--- src/rtl/sign_magnitude_unit_if.sv ---
// Valid/ready bundle for the sign/magnitude converter.
// The master drives input beats and consumes results. The slave is the converter itself.
interface sign_magnitude_unit_if #(
  parameter int WIDTH = 8
);
  logic             in_valid;
  logic             in_ready;
  logic             in_mode;
  logic [WIDTH-1:0] in_data;
  logic             in_sign;
  logic             out_valid;
  logic             out_ready;
  logic [WIDTH-1:0] out_data;
  logic             out_sign;
  logic             out_zero;
  logic             out_ovf;

  modport master (
    output in_valid, in_mode, in_data, in_sign, out_ready,
    input  in_ready, out_valid, out_data, out_sign, out_zero, out_ovf
  );

  modport slave (
    input  in_valid, in_mode, in_data, in_sign, out_ready,
    output in_ready, out_valid, out_data, out_sign, out_zero, out_ovf
  );
endinterface

--- src/rtl/sign_magnitude_unit.sv ---
// Buffered sign/magnitude converter for the sequential signed multiplier.
// ABS mode (in_mode=0) turns a two's-complement operand into a magnitude and a sign.
// APPLY mode (in_mode=1) puts a sign back onto an unsigned magnitude.
// Each result is converted combinationally and stored in a DEPTH-entry FIFO.
// Optional macro SMU_SAT_EN: out-of-range APPLY results clamp and raise out_ovf.
// When the macro is undefined they wrap, and out_ovf stays 0.
module sign_magnitude_unit #(
  parameter int WIDTH = 8,
  parameter int DEPTH = 2
) (
  input logic                  clk,
  input logic                  reset,
  sign_magnitude_unit_if.slave smu
);

  localparam int PW = $clog2(DEPTH);
  localparam int CW = PW + 1;
  // Each entry holds {data, sign, ovf}.
  localparam int EW = WIDTH + 2;

  typedef enum logic [1:0] {EMPTY, PARTIAL, FULL} state_t;

  state_t           state_reg, state_next;
  logic [CW-1:0]    count_reg, count_next;
  logic [PW-1:0]    wr_ptr_reg, rd_ptr_reg;
  logic [EW-1:0]    mem [DEPTH];
  logic [EW-1:0]    rd_entry;
  logic             push, pop;
  logic [WIDTH-1:0] neg_data;
  logic [WIDTH-1:0] conv_data;
  logic             conv_sign;
  logic             conv_ovf;

`ifdef SMU_SAT_EN
  localparam logic [WIDTH-1:0] MIN_MAG = {1'b1, {(WIDTH-1){1'b0}}};
  localparam logic [WIDTH-1:0] MAX_POS = {1'b0, {(WIDTH-1){1'b1}}};
  logic apply_oor;
  // A positive result must be below 2^(W-1). A negative result may reach exactly -2^(W-1).
  assign apply_oor = (!smu.in_sign && smu.in_data[WIDTH-1]) ||
                     (smu.in_sign && (smu.in_data > MIN_MAG));
`endif

  assign neg_data = (~smu.in_data) + WIDTH'(1);

  // Convert the incoming beat so that the FIFO stores results that are ready to send.
  always_comb begin
    conv_data = smu.in_data;
    conv_sign = 1'b0;
    conv_ovf  = 1'b0;
    if (!smu.in_mode) begin
      // -2^(W-1) negates to 2^(W-1). This is still a valid unsigned magnitude.
      conv_sign = smu.in_data[WIDTH-1];
      conv_data = smu.in_data[WIDTH-1] ? neg_data : smu.in_data;
    end else begin
`ifdef SMU_SAT_EN
      if (apply_oor) begin
        conv_data = smu.in_sign ? MIN_MAG : MAX_POS;
        conv_sign = smu.in_sign;
        conv_ovf  = 1'b1;
      end else begin
        conv_data = smu.in_sign ? neg_data : smu.in_data;
        conv_sign = smu.in_sign && (smu.in_data != '0);
      end
`else
      // The result wraps. The sign is taken from the result itself, so a zero result is never negative.
      conv_data = smu.in_sign ? neg_data : smu.in_data;
      conv_sign = (conv_data != '0) && conv_data[WIDTH-1];
`endif
    end
  end

  // Handshakes. in_ready depends only on registered state (and reset), never on out_ready.
  assign smu.in_ready  = !reset && (state_reg != FULL);
  assign smu.out_valid = (state_reg != EMPTY);
  assign push          = smu.in_valid && smu.in_ready;
  assign pop           = smu.out_valid && smu.out_ready;

  // Occupancy FSM: choose the next count and the EMPTY/PARTIAL/FULL state.
  always_comb begin
    count_next = count_reg;
    state_next = state_reg;
    case (state_reg)
      EMPTY:   if (push) count_next = CW'(1);
      PARTIAL: begin
        if (push && !pop)      count_next = count_reg + CW'(1);
        else if (pop && !push) count_next = count_reg - CW'(1);
      end
      FULL:    if (pop) count_next = count_reg - CW'(1);
      default: count_next = '0;
    endcase
    if (count_next == '0)              state_next = EMPTY;
    else if (count_next == CW'(DEPTH)) state_next = FULL;
    else                               state_next = PARTIAL;
  end

  // Registers for state, count and pointers. Reset throws away every buffered beat.
  always_ff @(posedge clk) begin
    if (reset) begin
      state_reg  <= EMPTY;
      count_reg  <= '0;
      wr_ptr_reg <= '0;
      rd_ptr_reg <= '0;
    end else begin
      state_reg <= state_next;
      count_reg <= count_next;
      if (push) wr_ptr_reg <= wr_ptr_reg + PW'(1);
      if (pop)  rd_ptr_reg <= rd_ptr_reg + PW'(1);
    end
  end

  // FIFO storage. The memory has no reset because the pointers decide which entries are valid.
  always_ff @(posedge clk) begin
    if (push) mem[wr_ptr_reg] <= {conv_data, conv_sign, conv_ovf};
  end

  // The head entry drives the outputs. All outputs are forced to 0 while nothing is buffered.
  assign rd_entry     = mem[rd_ptr_reg];
  assign smu.out_data = smu.out_valid ? rd_entry[EW-1:2] : '0;
  assign smu.out_sign = smu.out_valid && rd_entry[1];
  assign smu.out_ovf  = smu.out_valid && rd_entry[0];
  assign smu.out_zero = smu.out_valid && (rd_entry[EW-1:2] == '0);

endmodule
--- src/flat_wrapper.sv ---
// flat-port wrapper written by rule: the top's interface ports become plain ports
module sign_magnitude_unit_flat 
#(
  parameter int WIDTH = 8,
  parameter int DEPTH = 2
)
  (clk, reset, smu_in_valid, smu_in_mode, smu_in_data, smu_in_sign, smu_out_ready, smu_in_ready, smu_out_valid, smu_out_data, smu_out_sign, smu_out_zero, smu_out_ovf);
  sign_magnitude_unit_if #(.WIDTH(WIDTH)) smu_i ();
  input logic clk;
  input logic reset;
  input wire logic [$bits(smu_i.in_valid)-1:0] smu_in_valid;
  input wire logic [$bits(smu_i.in_mode)-1:0] smu_in_mode;
  input wire logic [$bits(smu_i.in_data)-1:0] smu_in_data;
  input wire logic [$bits(smu_i.in_sign)-1:0] smu_in_sign;
  input wire logic [$bits(smu_i.out_ready)-1:0] smu_out_ready;
  output wire logic [$bits(smu_i.in_ready)-1:0] smu_in_ready;
  output wire logic [$bits(smu_i.out_valid)-1:0] smu_out_valid;
  output wire logic [$bits(smu_i.out_data)-1:0] smu_out_data;
  output wire logic [$bits(smu_i.out_sign)-1:0] smu_out_sign;
  output wire logic [$bits(smu_i.out_zero)-1:0] smu_out_zero;
  output wire logic [$bits(smu_i.out_ovf)-1:0] smu_out_ovf;
  assign smu_i.in_valid = smu_in_valid;
  assign smu_i.in_mode = smu_in_mode;
  assign smu_i.in_data = smu_in_data;
  assign smu_i.in_sign = smu_in_sign;
  assign smu_i.out_ready = smu_out_ready;
  assign smu_in_ready = smu_i.in_ready;
  assign smu_out_valid = smu_i.out_valid;
  assign smu_out_data = smu_i.out_data;
  assign smu_out_sign = smu_i.out_sign;
  assign smu_out_zero = smu_i.out_zero;
  assign smu_out_ovf = smu_i.out_ovf;
  sign_magnitude_unit #(.WIDTH(WIDTH), .DEPTH(DEPTH)) u_core (.clk(clk), .reset(reset), .smu(smu_i));
endmodule
--- config.mk ---
export PLATFORM = sky130hd
export DESIGN_NAME = sign_magnitude_unit_flat
export DESIGN_NICKNAME = d
export VERILOG_FILES = /design/src/rtl/sign_magnitude_unit_if.sv /design/src/rtl/sign_magnitude_unit.sv /design/src/flat_wrapper.sv
export SDC_FILE = /design/constraint.sdc
export NUM_CORES = 1
export LEC_CHECK = 0
export CORE_MARGIN = 2
export CORE_UTILIZATION = 31
export CTS_CLUSTER_DIAMETER = 60
export DETAILED_ROUTE_END_ITERATION = 7
export GPL_ROUTABILITY_DRIVEN = 0
export PLACE_DENSITY = 0.54
export SYNTH_ARGS = -nofsm -noshare
export SYNTH_HDL_FRONTEND = slang
export SYNTH_SLANG_ARGS = --single-unit
--- constraint.sdc ---
create_clock -name clk -period 5.04 [get_ports clk]
set_input_delay 1.512 -clock clk [delete_from_list [all_inputs] [get_ports clk]]
set_output_delay 1.512 -clock clk [all_outputs]
set_load 0.02 [all_outputs]
Word level (Yosys, flattened, before mapping)
Memories as Yosys holds them, arrays and structs flattened. A register that Yosys moved wholly into a read port is not among the register bits.
Cells that the tools add are included.
{"block": "totals", "output_inout_bits": 13, "word_cells": 48, "mem_bits_rw": 18, "inputBits": 14, "n_memories": 1, "register_bits": 6, "rom_bits": 0, "latchBits": 0}
{"block": "classes", "muxes": 15, "n_reduce_logical": 18, "n_shift": 0, "order_cmp": 0, "eq_ne": 4, "n_bitwise": 1, "n_div": 0, "mul": 0, "add_sub_neg": 5}
{"name": "u_core.mem", "words": 2, "width": 9, "read_ports": 1, "rd_clocked_by_memory_dff": 1, "write_ports": 1, "line_no": "sign_magnitude_unit.sv:26", "rtl": "logic [EW-1:0] mem [DEPTH];"}
{"cell": "two-way mux 8 bit", "count": 4}
{"cell": "two-way mux 2 bit", "count": 5}
{"cell": "adder 8 x 1 -> 8 bit (second input constant)", "count": 1}
{"cell": "logical AND 1 bit", "count": 8}
{"cell": "zero test 8 bit", "count": 1}
{"cell": "NOT 8 bit", "count": 1}
{"cell": "nonzero test 8 bit", "count": 1}
{"cell": "one-hot mux 2 bit (3 select lines)", "count": 1}
{"cell": "two-way mux 1 bit", "count": 5}
{"cell": "== test 2 bit (second input constant)", "count": 2}
{"cell": "zero test 2 bit", "count": 2}
{"cell": "zero test 1 bit", "count": 3}
{"cell": "adder 1 bit (second input constant)", "count": 2}
{"cell": "adder 2 x 1 -> 2 bit (second input constant)", "count": 1}
{"cell": "== test 2 x 1 -> 1 bit (second input constant)", "count": 1}
{"cell": "!= test 2 bit (second input constant)", "count": 1}
{"cell": "nonzero test 2 bit", "count": 1}
{"cell": "OR reduction 2 bit", "count": 1}
{"cell": "subtractor 2 x 1 -> 2 bit (second input constant)", "count": 1}
{"cell": "logical AND 1 bit (second input constant)", "count": 1}

Longest topological paths before layout
{"block": "logic_depth", "word_depth": 10, "ltp_mapped": 6, "depth_no_buf": 6}

Worst setup path before layout
OpenSTA, ideal clock, no wires.
{"block": "synth_path", "kind": "input to output", "from": "input port reset", "to": "output port smu_in_ready", "stages": 1, "n_path_buf": 0, "setup_slack_ns": 1.723, "t_arrival_ns": 1.805, "cell_sequence": "nor2_1"}
{"block": "synth_between", "elab_chain_len": 2}
{"item": "start: declaration", "line_no": "flat_wrapper.sv:10", "rtl": "input logic reset;"}
{"item": "zero test 1 bit", "line_no": "sign_magnitude_unit.sv:73", "rtl": "assign smu.in_ready = !reset && (state_reg != FULL);"}
{"item": "logical AND 1 bit", "line_no": "sign_magnitude_unit.sv:73"}
{"item": "end: declaration", "line_no": "flat_wrapper.sv:16", "rtl": "output wire logic [$bits(smu_i.in_ready)-1:0] smu_in_ready;"}
No other way between the ends.

Worst setup path after layout
Ends and elaborated chain as after synthesis.

==> key figures <==
Synthesis
  • Synth area leaders: edfxtp_1, dfxtp_1, mux2i_1
  • Post-synth cell types: 37
  • Cells after synthesis: approximately 120
  • Synth warnings: 0
  • Post-Syn Area per Cell: roughly 11 µm²
  • Cell type with the largest total area after synthesis: edfxtp_1
  • Cell Area, Synth: approximately 1300 µm²
  • Yosys top cell area share: between 40% and 50%
  • FF+latch count, synth: 25
  • Post-synthesis sequential area ratio: 51.6%
  • Net count after synthesis: between 100 and 150

Finish
  • Most frequent cells in the layout: clkdlybuf4s50_1, nor2_1, edfxtp_1, mux2i_1, dfxtp_1
  • Commonest non-fill, non-tap cell in the layout: clkdlybuf4s50_1
  • Area of the multi-input gates: roughly 600 µm²
  • Final Cell Area: ~1700 µm²
  • Syn-to-layout area delta: 26.0%
  • Fill cells: roughly 390
  • Largest register FFs: 18
  • Antenna Diode Count: 0
  • Layout cell share with drive strength beyond 1: around 7.4%
  • Non-filler cells, final: a little under 200
  • Total area of sequential cells: 681 µm²
  • Nets: 166

Clocking
  • Clock Pin Slew Worst Setup and Hold Paths: about 0.080 ns
  • Clock H-tree levels: 1
  • Clock Sinks: 25
  • CTS Hold Buffers Added: 0
  • CTS Buf Count: 3
  • Root Buffer: clkbuf_8
  • # Post-CTS Setup Buffers: 0
  • Post-CTS sizing: 0
  • Maximum root-to-sink buffer count: 2
  • Clock Latency Late Sink: approximately 0.26 ns
  • TritonCTS clock tree: done

Place
  • Post-place setup slack: 0.716 ns
  • Placed cell count: between 150 and 200
  • Port buffer count: 25
  • DPL Wire Length: about 2.0 mm
  • Post-DP Area: about 1600 µm²

Route
  • Routed via count: just under 1000
  • DRT iter0 DRCs: 37
  • WL per Instance: around 13 µm
  • Antenna viol nets, final: 0
  • Total wire length: 2.51 mm
  • DR DRC count: 0
  • Post-detailed-route via-to-cell ratio: just under 5
  • Pre-antenna DRT Iters: 4

Die
  • Boundary Pins: 27
  • Vert. Die Dim: 69.2 µm
  • Die area: around 4800 µm²
  • Rows: 23
  • DIE WIDTH: slightly below 70 µm
  • Initial Utilization: 32.5%
  • Placeable core area: ~4100 µm²

Setup path
  • Max stage delay cell, worst path: clkdlybuf4s50_1
  • Worst Path Required: 3.53 ns
  • R2R depth: 3
  • Critical path, cell by cell: clkdlybuf4s50_1, nor2_1, clkdlybuf4s50_1
  • Crit path max fanout: 7
  • R2R Setup Slk: between 3 and 4 ns
  • CP delay by family, top: buffers and inverters
  • CP dominant cell by count: clkdlybuf4s50_1
  • Crit path buffers/inverters: 2
  • Slowest Stage Delay on Critical Path: between 0.6 and 0.7 ns
  • WP depth: 3
  • Critical path type: input pin to primary output
  • Critical path arrival: about 2.8 ns
  • Startpoint Class: input pin
  • Worst Setup End Kind: primary output

Timing
  • Final hold vios: 0
  • Count of final setup violators: 0
  • Post-route setup slack: a little under 0.7 ns
  • RSZ-0062 raised after global routing: no
  • Fin. max-slew vios: 0
  • Slew margin rel.: 50.7%
  • Setup tns final: 0 ns
  • Final Skew: around 0.0037 ns
  • Tcrit/Tclk final: 86.4%
  • Worst-Margin Slew: roughly 0.74 ns
  • Max Fclk: 230 MHz
  • Tmin final: approximately 4.4 ns

Power
  • Switching part of the total: between 20% and 30%
  • NetSw: approximately 120 µW
  • Int Power: 343 µW
  • Power share of the clock group: about a quarter
  • Leak: around 0.00057 µW
  • Sequential Power Share: a little over half
  • Total chip power: 466 µW
  • Gate power share: roughly 22%
  • Pwr Density: approximately 280 nW/µm²
  • Max VDD drop: ~94 µV

Global route
  • Gr usage total: a little over a tenth
  • Initial antenna violation count: 0
  • First-pass GRT wire length: 4.01 mm
  • Vias in the first global route: 924
  • Pin count of the biggest net entering global routing: 14
  • Total grt overflow: 0

Min path
  • HP Class: flip-flop to flip-flop
  • Worst hold path depth: 2

Flow run
  • Max_cap viols: 0

Run status
  • Status: complete, no violations
[worst paths after layout]
kind | startpoint | end
setup reg to reg | u_core.state_reg[0] | u_core.mem[1][6]
hold / removal | u_core.rd_ptr_reg | u_core.rd_ptr_reg
setup / recovery | reset | smu_in_ready
hold reg to reg | u_core.rd_ptr_reg | u_core.rd_ptr_reg
[worst register-to-register path, delay by kind of cell (launching register included)]
family           cells  cell delay (ns)
flip-flops           1             0.54
AND/OR/NAND/NOR      3             0.73
[Yosys cell counts]
cell type  instances
a31oi_1            2
a31oi_2            1
nand3b_1           1
nand4_1            3
nor3b_1            2
nor4_2             1
clkbuf_4           1
nand4b_1           1
o31ai_1            1
nand2_1            3
buf_4              1
nor2b_2            1
xor2_1             4
xnor2_1            3
a21o_2             1
nand3_1            3
o21a_1             1
or3_1              2
conb_1             1
nor2_1            20
mux2i_1           10
edfxtp_1          18
nor4_1             5
ha_1               2
mux2_2             2
and2_1             4
nand2b_1           1
o311ai_1           1
nor3_1             3
nand2b_2           1
and2b_1            1
nor2b_1            2
or4b_1             1
inv_1              5
clkbuf_1           2
a21oi_1            5
dfxtp_1            7
[stage by stage]
step / util [%] / hold WS (ns)
4_1_cts: 40.9 / 0.554
3_3_place_gp: 39.8 / 0.500
3_5_place_dp: 39.8 / 0.529
6_report: 40.9 / 0.534
2_1_floorplan: - / 0.481
5_1_grt: 40.9 / 0.577
[layout make-up]
type	count	area share [%]
inverters	5	1.13
repair buffers	26	15.5
flip-flops and latches	25	41.0
clock buffers	4	2.71
well taps	50	3.77
multi-input cells	89	35.9
[power groups by stage]
stage               combinational, µW  sequential [µW]  clock (µW)
floorplan                        69.5              246           0
global placement                  104              255           0
detailed placement                105              255           0
CTS                               106              250         116
global route                      114              252         123
finish                            104              250         111
[metal layers]
metal	vias up	part of all wire, %	wire (µm)	track usage (%)
li1	497	-	-	-
met1	453	48	1200	13.0
met2	19	48	1200	17.9
met3	2	3.2	81	2.03
met4	0	1.1	27	3.92
met5	-	0	0	0
[kinds of logic after synthesis]
| group | synth area share, % |
|---|---|
| AOI/OAI and AO/OA | 6.26 |
| xor gates and xnor gates | 4.65 |
| adders and majority gates | 1.90 |
| buffers and inverters | 3.13 |
| DFF | 51.6 |
| muxes | 9.30 |
| other | 0.284 |
| and+or+nand+nor | 22.9 |
No activity file was read; power rests on OpenSTA's default activity.
